`src/rtl/pulse_mc.sv`:
```
// pulse_mc: multi-channel programmable pulse generator.
// Each channel steps through DELAY/RISE/HIGH/FALL/LOW phases with its own
// timing fields, polarity and burst count. Define PULSE_MC_HALT_EN to add the
// halt/haltena ports that freeze selected channels.

module pulse_mc_ch #(
    parameter int MSB      = 7,
    parameter int CYCLEMSB = 3
) (
    input  logic                clk_i,
    input  logic                rst_i,
    input  logic                freeze_i,
    input  logic                setb_i,
    input  logic                v1_i,
    input  logic [MSB:0]        td_i,
    input  logic [MSB:0]        tr_i,
    input  logic [MSB:0]        pw_i,
    input  logic [MSB:0]        tf_i,
    input  logic [MSB:0]        period_i,
    input  logic [CYCLEMSB:0]   burst_i,
    output logic                cko_o,
    output logic                rise_o,
    output logic                fall_o,
    output logic                err_o,
    output logic                done_o,
    output logic [CYCLEMSB:0]   cycle_o
);
    // Two extra bits keep tr+pw+tf+1 from wrapping.
    localparam int W  = MSB + 3;
    localparam int CW = MSB + 1;
    localparam int YW = CYCLEMSB + 1;

    typedef enum logic [2:0] {
        S_IDLE, S_DELAY, S_RISE, S_HIGH, S_FALL, S_LOW, S_DONE
    } state_t;

    state_t              state_q;
    logic [MSB:0]        cnt_q;
    logic [CYCLEMSB:0]   cycle_q;
    logic                cko_q;

    logic [W-1:0]        sum_w, per_w, len_w, cnt_w;
    logic                last;
    logic [CYCLEMSB:0]   cycle_inc;

    assign sum_w     = {2'b00, tr_i} + {2'b00, pw_i} + {2'b00, tf_i};
    assign per_w     = {2'b00, period_i};
    assign cnt_w     = {2'b00, cnt_q};
    assign err_o     = (tr_i == '0) | (tf_i == '0) | (per_w < sum_w + W'(1));
    assign cycle_inc = cycle_q + YW'(1);

    // Length of the phase currently being timed.
    always_comb begin
        len_w = W'(1);
        case (state_q)
            S_DELAY: len_w = {2'b00, td_i};
            S_RISE:  len_w = {2'b00, tr_i};
            S_HIGH:  len_w = {2'b00, pw_i};
            S_FALL:  len_w = {2'b00, tf_i};
            S_LOW:   len_w = per_w - sum_w;
            default: len_w = W'(1);
        endcase
    end

    // Counting up to len-1 without forming len-1, so len never underflows.
    assign last = (cnt_w + W'(1) == len_w);

    // Phase state machine with registered pulse output.
    always_ff @(posedge clk_i) begin
        if (rst_i) begin
            state_q <= S_IDLE;
            cnt_q   <= '0;
            cycle_q <= '0;
            cko_q   <= 1'b0;
        end else if (!setb_i || err_o) begin
            state_q <= S_IDLE;
            cnt_q   <= '0;
            cycle_q <= '0;
            cko_q   <= v1_i;
        end else if (!freeze_i) begin
            case (state_q)
                S_IDLE: begin
                    cnt_q   <= '0;
                    cycle_q <= '0;
                    cko_q   <= v1_i;
                    state_q <= (td_i == '0) ? S_RISE : S_DELAY;
                end
                S_DELAY: begin
                    cko_q <= v1_i;
                    if (last) begin
                        cnt_q   <= '0;
                        state_q <= S_RISE;
                    end else begin
                        cnt_q <= cnt_q + CW'(1);
                    end
                end
                S_RISE: begin
                    if (last) begin
                        cnt_q   <= '0;
                        cko_q   <= ~v1_i;
                        state_q <= (pw_i == '0) ? S_FALL : S_HIGH;
                    end else begin
                        cnt_q <= cnt_q + CW'(1);
                    end
                end
                S_HIGH: begin
                    if (last) begin
                        cnt_q   <= '0;
                        state_q <= S_FALL;
                    end else begin
                        cnt_q <= cnt_q + CW'(1);
                    end
                end
                S_FALL: begin
                    if (last) begin
                        cnt_q   <= '0;
                        cko_q   <= v1_i;
                        state_q <= S_LOW;
                    end else begin
                        cnt_q <= cnt_q + CW'(1);
                    end
                end
                S_LOW: begin
                    if (last) begin
                        cnt_q   <= '0;
                        cycle_q <= cycle_inc;
                        // td is not replayed between periods of a burst.
                        if (burst_i != '0 && cycle_inc == burst_i)
                            state_q <= S_DONE;
                        else
                            state_q <= S_RISE;
                    end else begin
                        cnt_q <= cnt_q + CW'(1);
                    end
                end
                S_DONE: begin
                    cko_q <= v1_i;
                end
                default: begin
                    state_q <= S_IDLE;
                    cnt_q   <= '0;
                    cycle_q <= '0;
                    cko_q   <= v1_i;
                end
            endcase
        end
    end

    assign cko_o   = cko_q;
    assign rise_o  = (state_q == S_RISE);
    assign fall_o  = (state_q == S_FALL);
    assign done_o  = (state_q == S_DONE);
    assign cycle_o = cycle_q;
endmodule

module pulse_mc #(
    parameter int CH       = 4,
    parameter int MSB      = 7,
    parameter int CYCLEMSB = 3
) (
    input  logic                          clk_i,
    input  logic                          rst_i,
    input  logic [CH-1:0]                 setb_i,
    input  logic [CH-1:0]                 v1_i,
    input  logic [CH-1:0][MSB:0]          td_i,
    input  logic [CH-1:0][MSB:0]          tr_i,
    input  logic [CH-1:0][MSB:0]          pw_i,
    input  logic [CH-1:0][MSB:0]          tf_i,
    input  logic [CH-1:0][MSB:0]          period_i,
    input  logic [CH-1:0][CYCLEMSB:0]     burst_i,
    output logic [CH-1:0]                 cko_o,
    output logic [CH-1:0]                 rise_o,
    output logic [CH-1:0]                 fall_o,
    output logic [CH-1:0]                 err_o,
    output logic [CH-1:0]                 done_o,
    output logic [CH-1:0][CYCLEMSB:0]     cycle_o
`ifdef PULSE_MC_HALT_EN
    ,
    input  logic                          halt_i,
    input  logic [CH-1:0]                 haltena_i
`endif
);
    logic [CH-1:0] freeze;

`ifdef PULSE_MC_HALT_EN
    assign freeze = {CH{halt_i}} & haltena_i;
`else
    assign freeze = '0;
`endif

    // One independent phase engine per channel.
    for (genvar i = 0; i < CH; i++) begin : g_ch
        pulse_mc_ch #(.MSB(MSB), .CYCLEMSB(CYCLEMSB)) u_ch (
            .clk_i    (clk_i),
            .rst_i    (rst_i),
            .freeze_i (freeze[i]),
            .setb_i   (setb_i[i]),
            .v1_i     (v1_i[i]),
            .td_i     (td_i[i]),
            .tr_i     (tr_i[i]),
            .pw_i     (pw_i[i]),
            .tf_i     (tf_i[i]),
            .period_i (period_i[i]),
            .burst_i  (burst_i[i]),
            .cko_o    (cko_o[i]),
            .rise_o   (rise_o[i]),
            .fall_o   (fall_o[i]),
            .err_o    (err_o[i]),
            .done_o   (done_o[i]),
            .cycle_o  (cycle_o[i])
        );
    end
endmodule

```
`config.mk`:
```
export PLATFORM = sky130hd
export DESIGN_NAME = pulse_mc
export DESIGN_NICKNAME = d
export VERILOG_FILES = /design/src/rtl/pulse_mc.sv
export SDC_FILE = /design/constraint.sdc
export NUM_CORES = 1
export LEC_CHECK = 0
export BUFFER_PORTS_ARGS = -buffer_cell sky130_fd_sc_hd__buf_4
export CORE_MARGIN = 1
export CORE_UTILIZATION = 50
export CTS_CLUSTER_SIZE = 25
export DETAILED_ROUTE_END_ITERATION = 12
export PLACE_DENSITY = 0.81
export SYNTH_ARGS = -nofsm -noshare
export SYNTH_HDL_FRONTEND = slang
export SYNTH_SLANG_ARGS = --single-unit
```
`constraint.sdc`:
```
create_clock -name clk_i -period 4.8 [get_ports clk_i]
set_input_delay 0.24 -clock clk_i [delete_from_list [all_inputs] [get_ports clk_i]]
set_output_delay 0.24 -clock clk_i [all_outputs]
set_load 0.02 [all_outputs]
```
# Yosys cells after proc, flatten, opt, wreduce, memory -nomap -nowiden
# Index checks and enable logic that the tools add are counted.
[classes] order_cmp=4 bitwise=20 n_eq_ne=64 add_sub_neg=28 reduce_logical=64 n_mux=72
[op_table] op="case mux 10 bit (5 select lines)" n=4
[op_table] op="logical NOT 8 bit" n=16
[op_table] op="two-way mux 3 bit" n=28
[op_table] op="case mux 3 bit (7 select lines)" n=4
[op_table] op="case mux 8 bit (2 select lines)" n=4
[op_table] op="adder 10 x 1 -> 10 bit (second input constant)" n=4
[op_table] op="adder 10 x 8 -> 10 bit" n=4
[op_table] op="== test 10 bit" n=4
[op_table] op="less-than comparator 8 x 10 -> 1 bit" n=4
[op_table] op="OR reduction 5 bit" n=8
[op_table] op="subtractor 8 x 10 -> 10 bit" n=4
[op_table] op="adder 8 x 1 -> 9 bit (second input constant)" n=4
[op_table] op="adder 8 x 8 -> 9 bit" n=4
[op_table] op="== test 3 bit (second input constant)" n=12
[op_table] op="adder 8 x 1 -> 8 bit (second input constant)" n=4
[op_table] op="two-way mux 8 bit" n=4
[op_table] op="inequality test 2 x 1 -> 1 bit (second input constant)" n=16
[op_table] op="case mux 4 bit (2 select lines)" n=4
[op_table] op="== test 3 x 2 -> 1 bit (second input constant)" n=8
[op_table] op="inequality test 3 bit (second input constant)" n=8
[op_table] op="AND reduction 6 bit" n=4
[op_table] op="adder 4 x 1 -> 4 bit (second input constant)" n=4
[op_table] op="== test 4 bit" n=4
[op_table] op="two-way mux 4 bit" n=4
[op_table] op="15 further kinds" n=88
[totals] regBits=64 elab_cells=268 out_inout_bits=36

# Longest topological paths before layout
[depth] word_depth=8 ltp_mapped=25 mapped_depth_nobuf=24

# By module
# A second synthesis with hierarchy kept.
[hier_totals] cells_unflattened=1553 hier_area_um2=12087.8
[by_module_without_submodules] module="pulse_mc_ch at g_ch[2].u_ch" cells_per_inst=396 area_each_um2=3088.0 instances=1
[by_module_without_submodules] module="pulse_mc_ch at g_ch[1].u_ch" cells_per_inst=379 area_each_um2=3042.9 instances=1
[by_module_without_submodules] module="pulse_mc_ch at g_ch[3].u_ch" cells_per_inst=389 area_each_um2=2995.4 instances=1
[by_module_without_submodules] module="pulse_mc_ch at g_ch[0].u_ch" cells_per_inst=388 area_each_um2=2957.8 instances=1
[by_module_without_submodules] module="pulse_mc" cells_per_inst=1 area_each_um2=3.8 instances=1

# Worst setup path before layout
# No wires, ideal clock.
[synth_timing] path_kind="input -> register" from="in tr_i[24] (netlist name)" to="reg g_ch[3].u_ch.cko_q" t_arrival_ns=4.977 setup_slack_ns=-0.301 path_buffers=0 cell_stages=21 cell_sequence="ha_1 inv_1 fa_1 fa_1 nor2b_4 o21a_1 nor2_1 xnor2_1 inv_1 ha_1 o21a_1 o31a_1 or2_2 maj3_1 maj3_1 a21oi_1 xor2_1 mux2i_1 nor2_2 a21oi_1 mux2_1"
[synth_via] elab_chain_len=8 elab_cells_between_ends=16
[synth_lines] element="start, declared" line_no="166" text="input logic [CH-1:0][MSB:0] tr_i,"
[synth_lines] element="adder 8 x 8 -> 9 bit" line_no="46" text="assign sum_w = {2'b00, tr_i} + {2'b00, pw_i} + {2'b00, tf_i};"
[synth_lines] element="adder 10 x 8 -> 10 bit" line_no="46"
[synth_lines] element="adder 10 x 1 -> 10 bit" line_no="49" text="assign err_o = (tr_i == '0) | (tf_i == '0) | (per_w < sum_w + W'(1));"
[synth_lines] element="less-than comparator 8 x 10 -> 1 bit" line_no="49"
[synth_lines] element="bitwise OR 1 bit" line_no="49"
[synth_lines] element="logical OR 1 bit" line_no="75" text="end else if (!setb_i || err_o) begin"
[synth_lines] element="inequality test 3 bit (no line) or inequality test 2 x 1 -> 1 bit (tied branches)"
[synth_lines] element="AND reduction 3 bit (no line)"
[synth_lines] element="end signal, assigned" line_no="79" text="cko_q <= v1_i;"
[synth_lines] element="end signal, assigned" line_no="85" text="cko_q <= v1_i;"
[synth_lines] element="end signal, assigned" line_no="89" text="cko_q <= v1_i;"
[synth_lines] element="end, declared" line_no="40" text="logic cko_q;"
# Parallel ways exist; a longest one is shown, timed or not.
# A chain may end at the register's enable or synchronous reset.

# Worst setup path in the final report
[layout_timing] from="in tr_i[8] (netlist name)" to="reg g_ch[1].u_ch.cycle_q[3]"
[layout_via] elab_chain_len=7 elab_cells_between_ends=14
[layout_lines] element="adder 8 x 8 -> 9 bit" line_no="46"
[layout_lines] element="adder 10 x 8 -> 10 bit" line_no="46"
[layout_lines] element="adder 10 x 1 -> 10 bit or subtractor 8 x 10 -> 10 bit (tied branches)" line_no="49, 60"
[layout_lines] element="less-than comparator 8 x 10 -> 1 bit or case mux 10 bit (5 select lines) (tied branches)" line_no="49, 55"
[layout_lines] element="bitwise OR 1 bit or == test 10 bit (tied branches)" line_no="49, 66"
[layout_lines] element="logical OR 1 bit or inequality test 2 x 1 -> 1 bit (tied branches)"
[layout_lines] element="OR reduction 2 bit (no line) or AND reduction 2 bit (tied branches)"
[layout_lines] element="end signal, assigned" line_no="126" text="cycle_q <= cycle_inc;"
[layout_lines] element="end, declared" line_no="39" text="logic [CYCLEMSB:0] cycle_q;"
# Parallel ways exist; a longest one is shown, timed or not.

==> impl_results.rst <==
.. list-table::
   :header-rows: 1

   * - Metric
     - Value
   * - Width of the chip
     - 159.8 um
   * - CP Data Required Time
     - 5060 ps
   * - Post-synthesis async set-or-reset flop share
     - 0%
   * - Initial antenna violation count
     - 0
   * - Switching power as a share of total power
     - 43.61%
   * - Count of pins on the block boundary
     - 222
   * - Global-route wire length before repair
     - 66230 um
   * - Mux share of post-synthesis cell area
     - 4.151%
   * - LEAKAGE
     - 7.116 nW
   * - Psw
     - 0.002178 W
   * - Effective utilization at floorplan
     - 51.04%
   * - Gate count after technology mapping
     - 1688
   * - Wire length after detailed routing
     - 41450 um
   * - Fin. max-slew vios
     - 0
   * - Slew @ Worst Pin
     - 948.3 ps
   * - CTS Root Buffer Type
     - sky130_fd_sc_hd__clkbuf_16
   * - Hold_buf cts
     - 0
   * - Primary flip-flop cell chosen by synthesis mapping
     - sky130_fd_sc_hd__dfxtp_1
   * - Maximum level of the CTS H-tree
     - 3
   * - Area share of and/or/nand/nor cells after synthesis
     - 26.13%
   * - TritonCTS clock tree
     - built
   * - Routed wirelength normalized by instance count
     - 17.51 um
   * - Number of flops mapped to enable cells by yosys
     - 0
   * - Crit-path leading delay family
     - simple AND/OR/NAND/NOR gates
   * - Core area
     - 24390 um2
   * - Synth Area in Compound Gates
     - 26.73%
   * - Via count
     - 14400
   * - Number of buffers added on ports
     - 221
   * - Count of TritonRoute iterations in the first routing pass
     - 8
   * - Startpoint types
     - input pin
   * - Portion of the post-synthesis area used by sequential elements
     - 10.29%
   * - Number of hold violations in the final report
     - 0
   * - Clock-pin slew on the worst setup and hold paths
     - 60 ps
   * - Per-instance average area after synthesis
     - 7.375 um2
   * - Clk_lat worst skew
     - 330 ps
   * - Post-detailed-route DRC marker count
     - 0
   * - Cells along the critical path
     - buf_8 -> ha_4 -> inv_2 -> fa_2 -> nor2b_1 -> o21a_1 -> nor2_1 -> xnor2_1 -> ha_1 -> and2_4 -> a221o_1 -> o21a_1 -> or4b_1 -> o311a_1 -> ha_4 -> and2_4 -> o311ai_1 -> o211ai_1 -> xor2_1 -> mux2i_1 -> nand4_1 -> buf_6 -> or4_4 -> a31oi_1
   * - Maximum fanout along the worst path
     - 5
   * - Routability congestion estimate from global placement
     - 0.9830
   * - Pin count of the biggest net entering global routing
     - 29
   * - Cts bufs inserted
     - 9
   * - Die height
     - 159.8 um
   * - Share of final-layout standard cells stronger than drive strength 1
     - 28.10%
   * - Largest family of logic cells by synthesized area
     - compound AO/OA/AOI/OAI gates
   * - Sequential group share of total power
     - 11.4%
   * - Final Cycle Share
     - 99.60%
   * - Total GRT Usage
     - 30.84%
   * - Adder-cell share of the synthesized area
     - 15.82%
   * - Arrival time worst endpoint
     - 5040 ps
   * - Total negative slack
     - 0 ps
   * - Setup repair after global routing missed its margin
     - yes
   * - Final HPWL from detailed placement
     - 33280 um
   * - # placed instances
     - 2337
   * - Worst clock skew on the final layout
     - 7.413 ps
   * - Cell type of the slowest stage on the worst timing path
     - sky130_fd_sc_hd__or4b_1
   * - Fraction of power consumed by combinational cells
     - 75.2%
   * - Flip-flop and latch count after synthesis
     - 64
   * - Internal power
     - 0.002817 W
   * - Per-cell via count in the routed design
     - 6.085
   * - Area of the mapped netlist
     - 12450 um2
   * - Number of warnings reported in the yosys synthesis log
     - 0
   * - Clk sink count
     - 64
   * - Class of the tightest hold or removal check
     - input pin to register
   * - Area added between synthesis and finish
     - 32.72%
   * - Number of cells in the finished layout apart from fillers
     - 2367
   * - Buffer levels on the longest clock path
     - 2
   * - Slew headroom
     - 36.70%
   * - Run status
     - completed
   * - Max cap viols
     - 0
   * - Highest clock rate
     - 209.2 MHz
   * - DRC marker count from the first detailed-route iteration
     - 1198
   * - Total inserted antenna cells
     - 0
   * - Worst vdd rail ir drop
     - 241.8 uV
   * - Largest stage delay on the critical path
     - 460 ps
   * - Design Power
     - 0.004995 W
   * - Synth Area in XOR/XNOR
     - 10.57%
   * - Netlist cell types
     - 100
   * - Clock power share
     - 13.4%
   * - PD cells
     - 302.3 nW/um2
   * - Sum of overflow across all layers after global routing
     - 0
   * - Total Die Area
     - 25530 um2
   * - Post-detailed-route count of antenna-violating nets
     - 0
   * - Most used cells in the layout excluding fill and tap cells
     - sky130_fd_sc_hd__buf_4 (416), sky130_fd_sc_hd__nor2_1 (143), sky130_fd_sc_hd__ha_1 (124), sky130_fd_sc_hd__nand2_1 (100), sky130_fd_sc_hd__inv_1 (98)
   * - Vias in the first global route
     - 13840
   * - Time the worst path needs with I/O delays and setup
     - 4781 ps
   * - Crit path kind
     - input pin to register
   * - Syn nets
     - 2021
   * - Most common cell after layout, fill and taps aside
     - sky130_fd_sc_hd__buf_4
   * - Element type at the critical path end
     - register
   * - Final setup violation count
     - 0
   * - Total number of nets in the final design
     - 2371
   * - Count of buffer and inverter cells on the critical path
     - 3
   * - FP Rows
     - 57
-- cells in the mapped netlist, drive strengths merged (7+ instances only) --
master | count | share of area (%)
nor2 | 147 | 4.5
ha | 135 | 14
a21oi | 109 | 4.4
inv | 102 | 3.1
nand2 | 101 | 3.0
xnor2 | 93 | 6.7
o21ai | 76 | 3.2
dfxtp | 64 | 10
nand3 | 59 | 2.4
clkbuf | 51 | 1.6
xor2 | 50 | 3.5
nor2b | 49 | 2.5
mux2i | 40 | 3.2
nor3 | 40 | 1.6
nand2b | 37 | 1.9
nor4 | 35 | 1.8
buf | 33 | 1.7
a22oi | 27 | 1.6
o21a | 26 | 1.6
a21o | 24 | 1.4
a211oi | 23 | 1.4
and2 | 22 | 1.1
and3 | 20 | 1.0
a31oi | 19 | 0.95
o211ai | 18 | 1.2
o22ai | 18 | 0.90
o31ai | 18 | 1.1
or4 | 17 | 1.1
or3 | 16 | 0.80
nand4 | 14 | 0.70
o21bai | 14 | 0.84
fa | 12 | 1.9
o311ai | 11 | 0.77
a221oi | 10 | 0.75
mux2 | 10 | 0.93
nor3b | 10 | 0.64
o22a | 10 | 0.70
a22o | 9 | 0.63
a311oi | 9 | 0.77
nand3b | 9 | 0.54
or2 | 9 | 0.45
or4b | 7 | 0.56
-- sequential cells by signal, indices dropped and copies added, names as in the netlist --
name / flops
g_ch.u_ch.cko_o: 4
g_ch.u_ch.state_q: 12
g_ch.u_ch.cycle_o: 16
g_ch.u_ch.cnt_q: 32
-- final cells by class --
class / instances / area (um2)
inverters: 102 / 382.9
flip-flops and latches: 64 / 1281
clock buffers: 10 / 239.0
repair buffers: 423 / 3217
well taps: 324 / 405.4
multi-input cells: 1438 / 10930
clock inverters: 6 / 68.82
fillers: 2047 / 7868
-- worst register-to-register path: cells and delay by family, from the launching register on --
kind                   cells  cell delay (ps)
AND/OR/NAND/NOR            4             1600
buffers and inverters      2              340
flip-flops                 1              660
AO/OA/AOI/OAI              6             1260
-- metal layers --
| layer | global-route usage, % | wire (um) | vias up |
|---|---|---|---|
| li1 | - | - | 6945 |
| met1 | 39.73 | 17460 | 6725 |
| met2 | 53.93 | 20190 | 636 |
| met3 | 4.182 | 2988 | 97 |
| met4 | 7.749 | 806 | 0 |
| met5 | 0 | 0 | - |
-- repair_timing --
item | CTS | global route
pin swaps | 0 | 49
endpoints found under the setup margin | 8 | 64
gates cloned | 0 | 1
gates resized for setup | 4 | 95
buffers inserted | 0 | 13
-- metrics by stage --
step           utilization (%)  worst slack (ps)  hold WS, ps  instance area [um2]
3_5_place_dp             64.31            -415.0        492.7                15690
6_report                 67.74             19.33        222.0                16520
5_1_grt                  67.74            -244.7        233.7                16520
3_3_place_gp             64.31            -300.2        481.9                15690
2_1_floorplan                -            -9.980        436.8                12590
4_1_cts                  65.66            0.6577        212.1                16010
-- final timing paths --
path / from / end / cells after the start / slack, ps
worst max register to register: g_ch[2].u_ch.state_q[1] / g_ch[2].u_ch.cnt_q[2] / 12 / 830
worst max-delay path: tr_i[8] / g_ch[1].u_ch.cycle_o[3] / 24 / 20
worst min-delay path: v1_i[0] / g_ch[0].u_ch.cko_o / 3 / 220
worst min register to register: g_ch[2].u_ch.cnt_q[5] / g_ch[2].u_ch.cnt_q[5] / 2 / 510
-- power by group through the flow --
| stage | Clock, W | Sequential [W] | Combinational, W |
|---|---|---|---|
| after global routing | 0.000705 | 0.000571 | 0.00408 |
| after detailed placement | 0 | 0.000578 | 0.00346 |
| after floorplan | 0 | 0.000555 | 0.00224 |
| after CTS | 0.000681 | 0.000566 | 0.00349 |
| after global placement | 0 | 0.000577 | 0.00335 |
| final | 0.000671 | 0.000568 | 0.00375 |
-- cell families (layout without fill, tap and decap cells) --
kind of cell / Yosys count / after routing
muxes: 50 / 50
xor gates and xnor gates: 145 / 145
buffers and inverters: 186 / 541
AOI/OAI and AO/OA: 480 / 480
DFF: 64 / 64
adders and majority gates: 151 / 151
and+or+nand+nor: 612 / 612
No activity file was read; power rests on OpenSTA's default activity.
